`src/rtl/dma_engine.sv`:
```
// Single-channel word-copy DMA engine: register slave for programming and bus
// host for the copy itself. Level interrupt while DONE is set.
module dma_engine #(
  parameter int unsigned DataWidth    = 32,
  parameter int unsigned AddressWidth = 32,
  parameter int unsigned LenWidth     = 20
) (
  input  logic                    clk_in,
  input  logic                    reset_in,
  input  logic                    req_in,
  input  logic                    we_in,
  input  logic [AddressWidth-1:0] addr_in,
  input  logic [DataWidth-1:0]    wdata_in,
  output logic [DataWidth-1:0]    rdata_out,
  output logic                    h_req_out,
  output logic [AddressWidth-1:0] h_addr_out,
  output logic                    h_we_out,
  output logic [DataWidth-1:0]    h_wdata_out,
  input  logic                    h_gnt_in,
  input  logic [DataWidth-1:0]    h_rdata_in,
  output logic                    irq_out
);

  typedef enum logic [1:0] {
    ST_IDLE    = 2'd0,
    ST_RD_REQ  = 2'd1,
    ST_RD_WAIT = 2'd2,
    ST_WR_REQ  = 2'd3
  } state_e;

  localparam logic [1:0] RegSrc  = 2'd0;
  localparam logic [1:0] RegDst  = 2'd1;
  localparam logic [1:0] RegLen  = 2'd2;
  localparam logic [1:0] RegCtrl = 2'd3;

  localparam int unsigned CtrlStart = 0;
  localparam int unsigned CtrlClr   = 1;
  localparam int unsigned CtrlAbort = 2;

  localparam logic [AddressWidth-1:0] WordBytes = AddressWidth'(4);
  localparam logic [AddressWidth-1:0] AlignMask = ~AddressWidth'(3);
  localparam logic [LenWidth-1:0]     LenOne    = LenWidth'(1);

  state_e                  state_q, state_d;
  logic [AddressWidth-1:0] src_q, src_d;
  logic [AddressWidth-1:0] dst_q, dst_d;
  logic [LenWidth-1:0]     len_q, len_d;
  logic                    done_q, done_d;
  logic                    err_q, err_d;
  logic                    abort_q, abort_d;
  logic [DataWidth-1:0]    rdata_q, rdata_d;
  logic                    h_req_q, h_req_d;
  logic                    h_we_q, h_we_d;
  logic [AddressWidth-1:0] h_addr_q, h_addr_d;
  logic [DataWidth-1:0]    h_wdata_q, h_wdata_d;

  logic                    busy_c;
  logic                    dev_wr_c;
  logic                    dev_rd_c;
  logic [1:0]              sel_c;
  logic                    start_c;
  logic                    clr_c;
  logic                    abort_wr_c;
  logic [AddressWidth-1:0] wr_addr_c;
  logic [AddressWidth-1:0] src_inc_c;
  logic [AddressWidth-1:0] dst_inc_c;
  logic                    unused_addr_c;

  // Device-side decode; only addr_in[3:2] selects a register.
  assign busy_c        = (state_q != ST_IDLE);
  assign dev_wr_c      = req_in & we_in;
  assign dev_rd_c      = req_in & ~we_in;
  assign sel_c         = addr_in[3:2];
  assign start_c       = dev_wr_c && (sel_c == RegCtrl) && wdata_in[CtrlStart];
  assign clr_c         = dev_wr_c && (sel_c == RegCtrl) && wdata_in[CtrlClr];
  assign abort_wr_c    = dev_wr_c && (sel_c == RegCtrl) && wdata_in[CtrlAbort];
  assign wr_addr_c     = AddressWidth'(wdata_in) & AlignMask;
  assign src_inc_c     = src_q + WordBytes;
  assign dst_inc_c     = dst_q + WordBytes;
  assign unused_addr_c = ^{addr_in[AddressWidth-1:4], addr_in[1:0]};

  // Register file, copy sequencing and host-port drive.
  always_comb begin
    state_d   = state_q;
    src_d     = src_q;
    dst_d     = dst_q;
    len_d     = len_q;
    done_d    = done_q;
    err_d     = err_q;
    abort_d   = abort_q;
    rdata_d   = rdata_q;
    h_req_d   = h_req_q;
    h_we_d    = h_we_q;
    h_addr_d  = h_addr_q;
    h_wdata_d = h_wdata_q;

    if (dev_wr_c && !busy_c) begin
      case (sel_c)
        RegSrc:  src_d = wr_addr_c;
        RegDst:  dst_d = wr_addr_c;
        RegLen:  len_d = LenWidth'(wdata_in);
        default: ;
      endcase
    end

    if (clr_c) begin
      done_d = 1'b0;
      err_d  = 1'b0;
    end

    if (abort_wr_c && busy_c) begin
      abort_d = 1'b1;
    end

    case (state_q)
      ST_IDLE: begin
        if (start_c) begin
          if (len_q != '0) begin
            state_d  = ST_RD_REQ;
            done_d   = 1'b0;
            err_d    = 1'b0;
            abort_d  = 1'b0;
            h_req_d  = 1'b1;
            h_we_d   = 1'b0;
            h_addr_d = src_q;
          end else begin
            done_d = 1'b1;
          end
        end
      end

      ST_RD_REQ: begin
        if (h_gnt_in) begin
          state_d = ST_RD_WAIT;
          h_req_d = 1'b0;
        end
      end

      // Read data arrives the cycle after the grant; h_wdata_q is the buffer.
      ST_RD_WAIT: begin
        state_d   = ST_WR_REQ;
        h_wdata_d = h_rdata_in;
        h_req_d   = 1'b1;
        h_we_d    = 1'b1;
        h_addr_d  = dst_q;
      end

      ST_WR_REQ: begin
        if (h_gnt_in) begin
          src_d = src_inc_c;
          dst_d = dst_inc_c;
          len_d = len_q - LenOne;
          if (len_q == LenOne) begin
            state_d = ST_IDLE;
            done_d  = 1'b1;
            abort_d = 1'b0;
            h_req_d = 1'b0;
            h_we_d  = 1'b0;
          end else if (abort_q || abort_wr_c) begin
            state_d = ST_IDLE;
            done_d  = 1'b1;
            err_d   = 1'b1;
            abort_d = 1'b0;
            h_req_d = 1'b0;
            h_we_d  = 1'b0;
          end else begin
            state_d  = ST_RD_REQ;
            h_req_d  = 1'b1;
            h_we_d   = 1'b0;
            h_addr_d = src_inc_c;
          end
        end
      end

      default: state_d = ST_IDLE;
    endcase

    // Reads return the pre-edge working values.
    if (dev_rd_c) begin
      case (sel_c)
        RegSrc:  rdata_d = DataWidth'(src_q);
        RegDst:  rdata_d = DataWidth'(dst_q);
        RegLen:  rdata_d = DataWidth'(len_q);
        default: rdata_d = DataWidth'({err_q, done_q, busy_c});
      endcase
    end
  end

  always_ff @(posedge clk_in or posedge reset_in) begin
    if (reset_in) begin
      state_q   <= ST_IDLE;
      src_q     <= '0;
      dst_q     <= '0;
      len_q     <= '0;
      done_q    <= 1'b0;
      err_q     <= 1'b0;
      abort_q   <= 1'b0;
      rdata_q   <= '0;
      h_req_q   <= 1'b0;
      h_we_q    <= 1'b0;
      h_addr_q  <= '0;
      h_wdata_q <= '0;
    end else begin
      state_q   <= state_d;
      src_q     <= src_d;
      dst_q     <= dst_d;
      len_q     <= len_d;
      done_q    <= done_d;
      err_q     <= err_d;
      abort_q   <= abort_d;
      rdata_q   <= rdata_d;
      h_req_q   <= h_req_d;
      h_we_q    <= h_we_d;
      h_addr_q  <= h_addr_d;
      h_wdata_q <= h_wdata_d;
    end
  end

  assign rdata_out   = rdata_q;
  assign h_req_out   = h_req_q;
  assign h_we_out    = h_we_q;
  assign h_addr_out  = h_addr_q;
  assign h_wdata_out = h_wdata_q;
  assign irq_out     = done_q;

endmodule
```
`config.mk`:
```
export PLATFORM = sky130hd
export DESIGN_NAME = dma_engine
export DESIGN_NICKNAME = d
export VERILOG_FILES = /design/src/rtl/dma_engine.sv
export SDC_FILE = /design/constraint.sdc
export NUM_CORES = 1
export LEC_CHECK = 0
export CAP_MARGIN = 20
export CORE_MARGIN = 3
export CORE_UTILIZATION = 40
export DETAILED_ROUTE_END_ITERATION = 6
export GPL_ROUTABILITY_DRIVEN = 1
export GPL_TIMING_DRIVEN = 1
export PLACE_DENSITY = 0.67
export SETUP_SLACK_MARGIN = 0.3
export SLEW_MARGIN = 10
export SYNTH_ARGS = -nofsm -noshare
export SYNTH_HDL_FRONTEND = slang
export SYNTH_SLANG_ARGS = --single-unit
```
`constraint.sdc`:
```
create_clock -name clk_in -period 7.35 [get_ports clk_in]
set_clock_uncertainty 0.15 [all_clocks]
set_input_delay 2.205 -clock clk_in [delete_from_list [all_inputs] [get_ports clk_in]]
set_output_delay 2.205 -clock clk_in [all_outputs]
set_load 0.1 [all_outputs]
```
==> results.cfg <==
[run_status]
outcome = finished clean

[worst_hold_path]
worstHoldPathType = reg2reg

[die]
dieHeight_um = 170
io_pins = 200
die_x_um = 170
rows = 59
die_area_mm2 = 0.0288
initial_utilization_pct = 41.0
core_mm2 = 0.0262

[timing]
finalCritPeriodShare_pct = 66.2
setup_violations = 0
tns_ps = 0
max_freq_mhz = 206
timing.final.ws_setup_ps = 2490
slew_viol_final = 0
hold_violations = 0
tightest_slew_ps = 1210
period_needed_ps = 4860
slew_headroom_pct = 18.7
rsz0062_at_grt = false

[synth]
synth.distinct_cells = 70
ys_ff_latch = 187
avgSynthCellArea_um2 = 9.50
synth_nets = 1241
synth-seq-area-share_pct = 43.6
syn_area_mm2 = 0.0107
ys_warn_count = 0
yosys_most_used_dff = dfrtp_1
synth-edff-count = 0
synth-async-reset-ratio_pct = 100
syn-instance-count = 1130

[route]
drt_iter0_markers = 1138
finalWirelength_um = 34300
via_per_inst = 6.19
drtPass1Iterations = 5
routedWlPerCell_um = 21.7
vias = 9788
postRouteAntennaNets = 0
drc = 0

[cells_and_area]
nets = 1344
drive_gt1_share_pct = 11.4
diodes = 0
area_growth_pct = 22.6
fin_util_pct = 50.2
fillers = 2375

[clocking]
cts.sinks = 187
cts_tree = yes
cts_made_buffers = 17
clk_pin_slew_ps = 80
cts.path.max_buffers = 2
clockRootBuffer = clkbuf_16
hold_buffers = 0
cts_resized = 0
clk-insertion-delay-late_ps = 440
post_cts_buffers = 0
htree_levels = 4

[global_routing]
grt_pass1_wl_um = 53100
grt_max_degree = 188
grt_pass1_vias = 9167
grt_use_total_pct = 23.4
grt.overflow.total = 0
antenna_found_initial = 1

[power]
leakage_nw = 5.29
peakVddDrop_mv = 0.310
cellPowerDensity_mw_per_mm2 = 510
power.total_mw = 6.71

[setup_path]
critPathKind = in2reg
cp.arrival_ps = 5040
cp.required_ps = 7530
end_kind = register
start_kind = input port
cp_max_fo = 38

[job]
timing.max_cap.violations = 0

[place]
place_congestion = 0.886
placement.io_buffers = 169
dp_hpwl_um = 22800
post-place-ws_ps = 1980
kinds of logic (layout without fill, tap and decap cells):
kind of cell               Yosys count  count (layout)  share of synthesized area (%)
muxes                              105             105                           11.9
AOI/OAI and AO/OA                  311             311                           19.1
adders and majority gates           10              10                           1.17
buffers and inverters              119             235                           4.88
and+or+nand+nor                    385             385                           18.2
xor gates and xnor gates            13              13                           1.06
DFF                                187             187                           43.6
metrics by stage:
stage                     area (um2)  hold WS (ps)  cells
after floorplan                10700           321   1130
after global placement         12600           311   1547
after detailed placement       12600           321   1547
after CTS                      13100           340   1579
after global routing           13200           363   1581
final                          13200           332   1581
metal layers:
metal  up-vias  global-route usage [%]  part of all wire, %  wire length [um]
li1       4411                       -                    -                 -
met1      4761                    35.1                   46             15600
met2       549                    34.3                   43             14700
met3        65                    4.27                  9.3              3180
met4         2                    7.33                  2.3               789
met5         -                       0                0.038                13
cell usage after synthesis (7+ instances only):
master    number  area (um2)
or4_1         13        97.6
xnor2_1        9        78.8
o21ai_0       90         450
clkbuf_1      52         195
inv_1         21        78.8
a311oi_1      14         123
mux2_2        39         439
buf_1         14        52.6
nand4_1       21         131
and3_1        12        75.1
buf_2         24         120
nor4_1        13        81.3
o211ai_1      23         173
a211o_1        7        61.3
mux2i_1       34         340
nand2_1       96         360
a21oi_1       66         330
or3_1          9        56.3
mux2_4        28         420
dfrtp_1      187        4680
and4_1        13         114
a211oi_1      11        82.6
nor2_1        98         368
nand3_1       50         250
a22oi_1       30         225
nor3_1        29         145
ha_1          10         125
o22ai_1        7        43.8
placed cells by master, fill, tap and decap left out, types with 21 or more instances in the layout:
master and count:
nor3_1 26, o21ai_0 90, a22oi_1 30, nor2_1 97, nand3_1 50, a21oi_1 65
mux2_2 39, nand4_1 21, clkdlybuf4s50_1 169, mux2_4 28, o211ai_1 23, mux2i_1 34
dfrtp_1 187, nand2_1 95
area by class of cell:
class | count | area (um2) | share of cell area, %
Clock buffer | 19 | 453 | 3.44
Timing Repair Buffer | 182 | 1810 | 13.7
Tap cell | 335 | 419 | 3.19
Multi-Input combinational cell | 824 | 5590 | 42.5
Sequential cell | 187 | 4680 | 35.6
Clock inverter | 13 | 131 | 0.998
Inverter | 21 | 82.6 | 0.628
critical path, stage by stage:
cell and delay [ps]:
clkdlybuf4s50_1 460, buf_4 450, and4_1 450, o311ai_4 200
a221oi_4 300, buf_4 550, mux2_2 400
where the power goes:
| group | internal [mW] | leakage, nW | switching [mW] |
|---|---|---|---|
| combinational | 1.19 | 2.73 | 2.66 |
| clock | 0.468 | 0.281 | 0.465 |
| sequential | 1.44 | 2.28 | 0.498 |
state kept, by name, summed over array words and instances, names as in the netlist:
name	flops
err_q	1
h_we_out	1
src_q	32
h_wdata_out	32
h_addr_out	32
state_q	2
irq_out	1
dst_q	32
len_q	20
rdata_out	32
abort_q	1
h_req_out	1
worst paths after layout:
path | end | slack (ps) | cells after the start | start
worst min register to register | rdata_out[8] | 330 | 2 | rdata_out[8]
worst max register to register | dst_q[13] | 3990 | 7 | state_q[0]
min in group asynchronous | h_wdata_out[22] | 2240 | 3 | reset_in
max in group asynchronous | dst_q[24] | 4010 | 3 | reset_in
worst max-delay path | h_addr_out[27] | 2490 | 7 | addr_in[2]
worst min-delay path | rdata_out[8] | 330 | 2 | rdata_out[8]
Power figures use the tool's default switching activity.
